### src/rtl/pipe_buf_pkg.sv
// pipe_buf_pkg
// Shared constants for the elastic pipeline-stage buffer.
//   EXE_CTRL_W / EXE_DATA_W : default EXE->MEM bundle widths
//   *_LSB / *_W             : payload field placement (ALU result at the MSB end)
//   *_IDX                   : control bit positions (MEM_W_EN is the LSB)
//   ptr_w()                 : pointer storage width for a given depth
package pipe_buf_pkg;

  localparam int EXE_CTRL_W = 3;
  localparam int EXE_DATA_W = 72;

  // Payload layout: {alu_res[31:0], val_rm[31:0], dest[3:0], st_val[3:0]}
  localparam int ALU_RES_W   = 32;
  localparam int VAL_RM_W    = 32;
  localparam int DEST_W      = 4;
  localparam int ST_VAL_W    = 4;
  localparam int ST_VAL_LSB  = 0;
  localparam int DEST_LSB    = ST_VAL_LSB + ST_VAL_W;
  localparam int VAL_RM_LSB  = DEST_LSB + DEST_W;
  localparam int ALU_RES_LSB = VAL_RM_LSB + VAL_RM_W;

  // Control layout: {wb_en, mem_r_en, mem_w_en}
  localparam int MEM_W_EN_IDX = 0;
  localparam int MEM_R_EN_IDX = 1;
  localparam int WB_EN_IDX    = 2;

  // A single-entry buffer needs no pointer bits; one constant bit keeps
  // the port legal and is optimised away.
  function automatic int ptr_w(input int depth);
    return (depth > 1) ? $clog2(depth) : 1;
  endfunction

endpackage

### src/rtl/pipe_buf_ptr.sv
// pipe_buf_ptr
// Wrapping circular-buffer pointer, modulo DEPTH (power of two).
//   clk, rst : clock, synchronous active-high reset (ptr -> 0)
//   clr      : return to 0 next cycle (flush)
//   inc      : advance by one, wrapping
//   ptr      : current pointer; constant 0 when DEPTH == 1
module pipe_buf_ptr
  import pipe_buf_pkg::*;
#(
  parameter int DEPTH = 2
) (
  input  logic                    clk,
  input  logic                    rst,
  input  logic                    clr,
  input  logic                    inc,
  output logic [ptr_w(DEPTH)-1:0] ptr
);

  localparam int PW = ptr_w(DEPTH);

  logic [PW-1:0] ptr_q;
  logic [PW-1:0] ptr_d;

  always_comb begin
    ptr_d = ptr_q;
    if (clr) begin
      ptr_d = '0;
    end else if (inc) begin
      // Power-of-two depth: natural binary overflow is the wrap.
      ptr_d = (DEPTH == 1) ? '0 : ptr_q + PW'(1);
    end
  end

  always_ff @(posedge clk) begin
    if (rst) begin
      ptr_q <= '0;
    end else begin
      ptr_q <= ptr_d;
    end
  end

  assign ptr = ptr_q;

endmodule

### src/rtl/pipe_stage_buf.sv
// pipe_stage_buf
// Elastic pipeline-stage buffer holding up to DEPTH {ctrl, data} bundles
// with valid/ready on both sides plus flush and freeze.
//   clk, rst             : clock, synchronous active-high reset
//   flush                : drop all entries (beats freeze and traffic)
//   freeze               : hold all state, no push/pop
//   in_valid/in_ready    : upstream handshake (in_ready ignores out_ready)
//   in_ctrl/in_data      : upstream bundle
//   out_valid/out_ready  : downstream handshake
//   out_ctrl/out_data    : head bundle; out_ctrl is 0 while empty
//   count                : occupancy
// Build option PIPE_BUF_ZERO_DATA_EN: out_data forced to 0 while empty and
// storage cleared on rst/flush. Without it storage has no reset and
// out_data is don't-care while empty.
module pipe_stage_buf
  import pipe_buf_pkg::*;
#(
  parameter int CTRL_W = EXE_CTRL_W,
  parameter int DATA_W = EXE_DATA_W,
  parameter int DEPTH  = 2
) (
  input  logic                       clk,
  input  logic                       rst,
  input  logic                       flush,
  input  logic                       freeze,
  input  logic                       in_valid,
  output logic                       in_ready,
  input  logic [CTRL_W-1:0]          in_ctrl,
  input  logic [DATA_W-1:0]          in_data,
  output logic                       out_valid,
  input  logic                       out_ready,
  output logic [CTRL_W-1:0]          out_ctrl,
  output logic [DATA_W-1:0]          out_data,
  output logic [$clog2(DEPTH):0]     count
);

  localparam int PW = ptr_w(DEPTH);
  localparam int CW = $clog2(DEPTH) + 1;
  localparam int EW = CTRL_W + DATA_W;
  localparam logic [CW-1:0] FULL = CW'(DEPTH);

  logic [EW-1:0]    mem_q [DEPTH];
  logic [CW-1:0]    count_q;
  logic [CW-1:0]    count_d;
  logic [PW-1:0]    wp;
  logic [PW-1:0]    rp;
  logic [EW-1:0]    head;
  logic [DEPTH-1:0] wr_en;
  logic             push;
  logic             pop;

  assign out_valid = (count_q != '0);
  assign in_ready  = (count_q != FULL) && !freeze && !flush;
  assign push      = in_valid && in_ready;
  assign pop       = out_valid && out_ready && !freeze && !flush;

  always_comb begin
    count_d = count_q;
    if (flush) begin
      count_d = '0;
    end else if (push && !pop) begin
      count_d = count_q + CW'(1);
    end else if (pop && !push) begin
      count_d = count_q - CW'(1);
    end
  end

  always_ff @(posedge clk) begin
    if (rst) begin
      count_q <= '0;
    end else begin
      count_q <= count_d;
    end
  end

  pipe_buf_ptr #(.DEPTH(DEPTH)) u_wp (
    .clk (clk),
    .rst (rst),
    .clr (flush),
    .inc (push),
    .ptr (wp)
  );

  pipe_buf_ptr #(.DEPTH(DEPTH)) u_rp (
    .clk (clk),
    .rst (rst),
    .clr (flush),
    .inc (pop),
    .ptr (rp)
  );

  for (genvar gi = 0; gi < DEPTH; gi++) begin : g_entry
    assign wr_en[gi] = push && (wp == PW'(gi));
`ifdef PIPE_BUF_ZERO_DATA_EN
    always_ff @(posedge clk) begin
      if (rst || flush) begin
        mem_q[gi] <= '0;
      end else if (wr_en[gi]) begin
        mem_q[gi] <= {in_ctrl, in_data};
      end
    end
`else
    always_ff @(posedge clk) begin
      if (wr_en[gi]) begin
        mem_q[gi] <= {in_ctrl, in_data};
      end
    end
`endif
  end

  if (DEPTH == 1) begin : g_head_single
    assign head = mem_q[0];
  end else begin : g_head_mux
    assign head = mem_q[rp];
  end

  assign out_ctrl = out_valid ? head[EW-1:DATA_W] : '0;
`ifdef PIPE_BUF_ZERO_DATA_EN
  assign out_data = out_valid ? head[DATA_W-1:0] : '0;
`else
  assign out_data = head[DATA_W-1:0];
`endif
  assign count = count_q;

endmodule

### config.mk
export PLATFORM = sky130hd
export DESIGN_NAME = pipe_stage_buf
export DESIGN_NICKNAME = d
export VERILOG_FILES = /design/src/rtl/pipe_buf_pkg.sv /design/src/rtl/pipe_buf_ptr.sv /design/src/rtl/pipe_stage_buf.sv
export SDC_FILE = /design/constraint.sdc
export NUM_CORES = 1
export LEC_CHECK = 0
export CAP_MARGIN = 5
export CORE_MARGIN = 3
export CORE_UTILIZATION = 47
export CTS_CLUSTER_SIZE = 25
export DETAILED_ROUTE_END_ITERATION = 12
export HOLD_SLACK_MARGIN = 0.02
export PLACE_DENSITY = 0.79
export SYNTH_ARGS = -nofsm -noshare
export SYNTH_HDL_FRONTEND = slang
export SYNTH_SLANG_ARGS = --single-unit
### constraint.sdc
create_clock -name clk -period 5.78 [get_ports clk]
set_input_delay 0.867 -clock clk [delete_from_list [all_inputs] [get_ports clk]]
set_output_delay 0.867 -clock clk [all_outputs]
set_load 0.01 [all_outputs]
==> flow_summary.yaml <==
run_status:
  status: "finished, final reports clean"
route:
  wl_per_cell_microns: 17.6
  ant_nets: 0
  drc: 0
  vias_per_cell: 5.07
  vias: 2996
  routed_wl_mm: 10.4
  drt_iter0_drc: 153
  drt_pass1_iterations: 4
setup_path:
  startpoint_type: "flop"
  critPathSlowestCell: "dfxtp_4"
  path_cells: "mux2_2, clkdlybuf4s50_1"
  r2r_slack_ps: 3370
  crit_required_ps: 4910
  crit_family: "flip-flops"
  r2r_end: "mem_q[0][45]"
  endpoint: "out_data[5]"
  setup.worst_path.end_class: "primary output"
  reg2reg_from: "count[0]"
  cp_max_fo: 75
  crit_arrival_ps: 2360
  path_depth: 2
  slowest_delay_ps: 990
  crit_type: "reg -> out"
  critPathBufInv: 1
  reg2regPathDepth: 4
placement:
  hpwl_mm: 6.81
  post_dp_cell_area_sq_mm: 0.00742
  portBuffers: 159
  dp_cells: 563
  gp_congestion: 0.743
final_layout:
  area_growth_pct: 42.4
  final_net_count: 521
  fin_area_sq_mm: 0.00807
  instances_no_fill: 591
  fill_cells: 771
  drive_gt1_share_pct: 22.8
  antenna_cells: 0
yosys:
  syn_area_sq_mm: 0.00567
  syn_avg_cell_area_sq_um: 21.1
  yosys_warnings: 0
  synthFlopType: "edfxtp_1"
  ys_ff_latch: 155
  seq_area_frac_synth_pct: 81.3
  syn_inst: 268
  synth_cell_types: 20
  synth_enable_flop_cells: 150
  synth_nets: 350
  async_flop_share_pct: 0
power_and_ir_drop:
  power_density_mw_per_mm2: 325
  combinationalPowerShare_pct: 5.4
  internal_power_mw: 2.18
  leakage_nw: 2.68
  ir_worst_vdd_mv: 0.190
  p_switching_mw: 0.441
  pwr-share-seq_pct: 48.1
  p_clk_share_pct: 46.6
  swShare_pct: 16.8
sta:
  report.final.slew_viol_count: 0
  fin_crit_ps: 3220
  fmax_ghz: 0.310
  final-hold-violation-count: 0
  rsz0062_at_grt: "false"
  setup_viol: 0
  skew_ps: 6.86
  worst_slew_pin_slew_ps: 1130
  relSlewSlack_pct: 24.4
  period_share_pct: 55.8
  fin_setup_tns_ps: 0
die:
  dieArea_sq_mm: 0.0134
  dieHeight_microns: 116
  core-area_sq_mm: 0.0116
  pin_count: 160
  initial_core_util_pct: 48.8
  fp.dieW_microns: 116
  std_cell_rows: 39
clock_tree:
  cts_tree: "done"
  cts.sinks: 155
  cts_max_level: 4
  cts.reportedPaths.clkPinSlew_ps: 60
  cts_setup_buffers: 0
  cts_buffers: 17
  hold_buffers: 0
  clock_path_buffers: 2
  clk_latency_ps: 400
  clock-root-buffer: "clkbuf_16"
  cts-resized-gates: 0
global_routing:
  grt_pass1_wl_mm: 16.1
  grt_use_total_pct: 16.1
  grt_pass1_vias: 3201
  grt_max_degree: 76
  grt-ovfl-total: 0
  antenna_found_initial: 0
hold_path:
  hp-class: "reg -> reg"
flow_run:
  maxCapViolations: 0
kinds of logic after synthesis:
group	count (synthesis)	synth area share, %
and+or+nand+nor	17	1.57
adders and majority gates	1	0.221
DFF	155	81.3
muxes	75	14.8
xor gates and xnor gates	2	0.309
buffers and inverters	10	1.10
AOI/OAI and AO/OA	8	0.707
power by group through the flow:
stage / clock [mW] / sequential [mW] / combinational (mW)
detailed placement: 0 / 1.28 / 0.141
finish: 1.22 / 1.26 / 0.141
floorplan: 0 / 1.28 / 0.0381
global route: 1.30 / 1.26 / 0.150
CTS: 1.25 / 1.26 / 0.142
global placement: 0 / 1.28 / 0.138
Yosys cell counts (2+ instances only):
cell type    n  area share, %
dfxtp_1      5            1.8
buf_2        2           0.18
buf_4        6           0.79
mux2_2      72             14
or3_1        3           0.33
mux2i_1      3           0.53
nor2_1       7           0.46
xor2_1       2           0.31
o21ai_0      4           0.35
inv_1        2           0.13
edfxtp_1   150             79
a21oi_1      4           0.35
registers in the layout, summed over array words and instances (netlist names), named ones only:
signal	cells
u_rp.ptr	1
mem_q	150
u_wp.ptr	1
count	2
cells in the final DEF (no fill, tap or decap):
cell type        count
and3_4               1
nor2b_1              1
nand3b_1             1
clkbuf_16           17
clkdlybuf4s50_1    159
dfxtp_4              1
a21oi_1              4
clkinv_2             1
or2b_1               1
nor3_1               1
nor2_4               1
mux2i_1              3
edfxtp_1           150
or2_2                1
ha_1                 1
bufinv_16            7
or3_1                3
dfxtp_1              4
clkinv_1             3
xor2_1               2
inv_1                2
nor2_1               6
o21ai_0              4
mux2_2              72
buf_12               1
nand3_1              1
layout make-up:
type	instances	area, sq um	area share (%)
inverters	2	7.51	0.0930
clock inverters	11	226	2.81
clock buffers	17	425	5.27
multi-input cells	103	1010	12.5
repair buffers	160	1610	20.0
flip-flops and latches	155	4610	57.1
well taps	143	179	2.22
per-stage QoR:
stage	power, mW	hold WS (ps)	setup WS (ps)	util (%)
floorplan	1.32	466	1040	-
global placement	1.42	507	2590	63.9
detailed placement	1.42	513	2490	63.9
CTS	2.65	523	2500	69.5
global route	2.71	565	2380	69.5
finish	2.62	530	2560	69.5
metal layers:
layer	GRT usage (%)	wire (microns)	vias up
met5	0	0	-
met4	5.65	149	0
met3	5.59	669	15
met2	26.2	5240	117
met1	20.4	4360	1466
li1	-	-	1398
worst register-to-register path: stages (launching register included):
cell and delay, ps:
dfxtp_1 460, nor2b_1 130, nand3b_1 250, nor2_4 880
buf_12 340
how the worst min path moves through the flow:
stage | from | end | cells past startpoint
after floorplan | u_wp.ptr | u_wp.ptr | 2
after global placement | u_rp.ptr | u_rp.ptr | 2
after detailed placement | u_rp.ptr | u_rp.ptr | 2
after CTS | u_rp.ptr | u_rp.ptr | 2
after global routing | u_rp.ptr | u_rp.ptr | 2
final | u_rp.ptr | u_rp.ptr | 2
No activity file was read; power rests on OpenSTA's default activity.
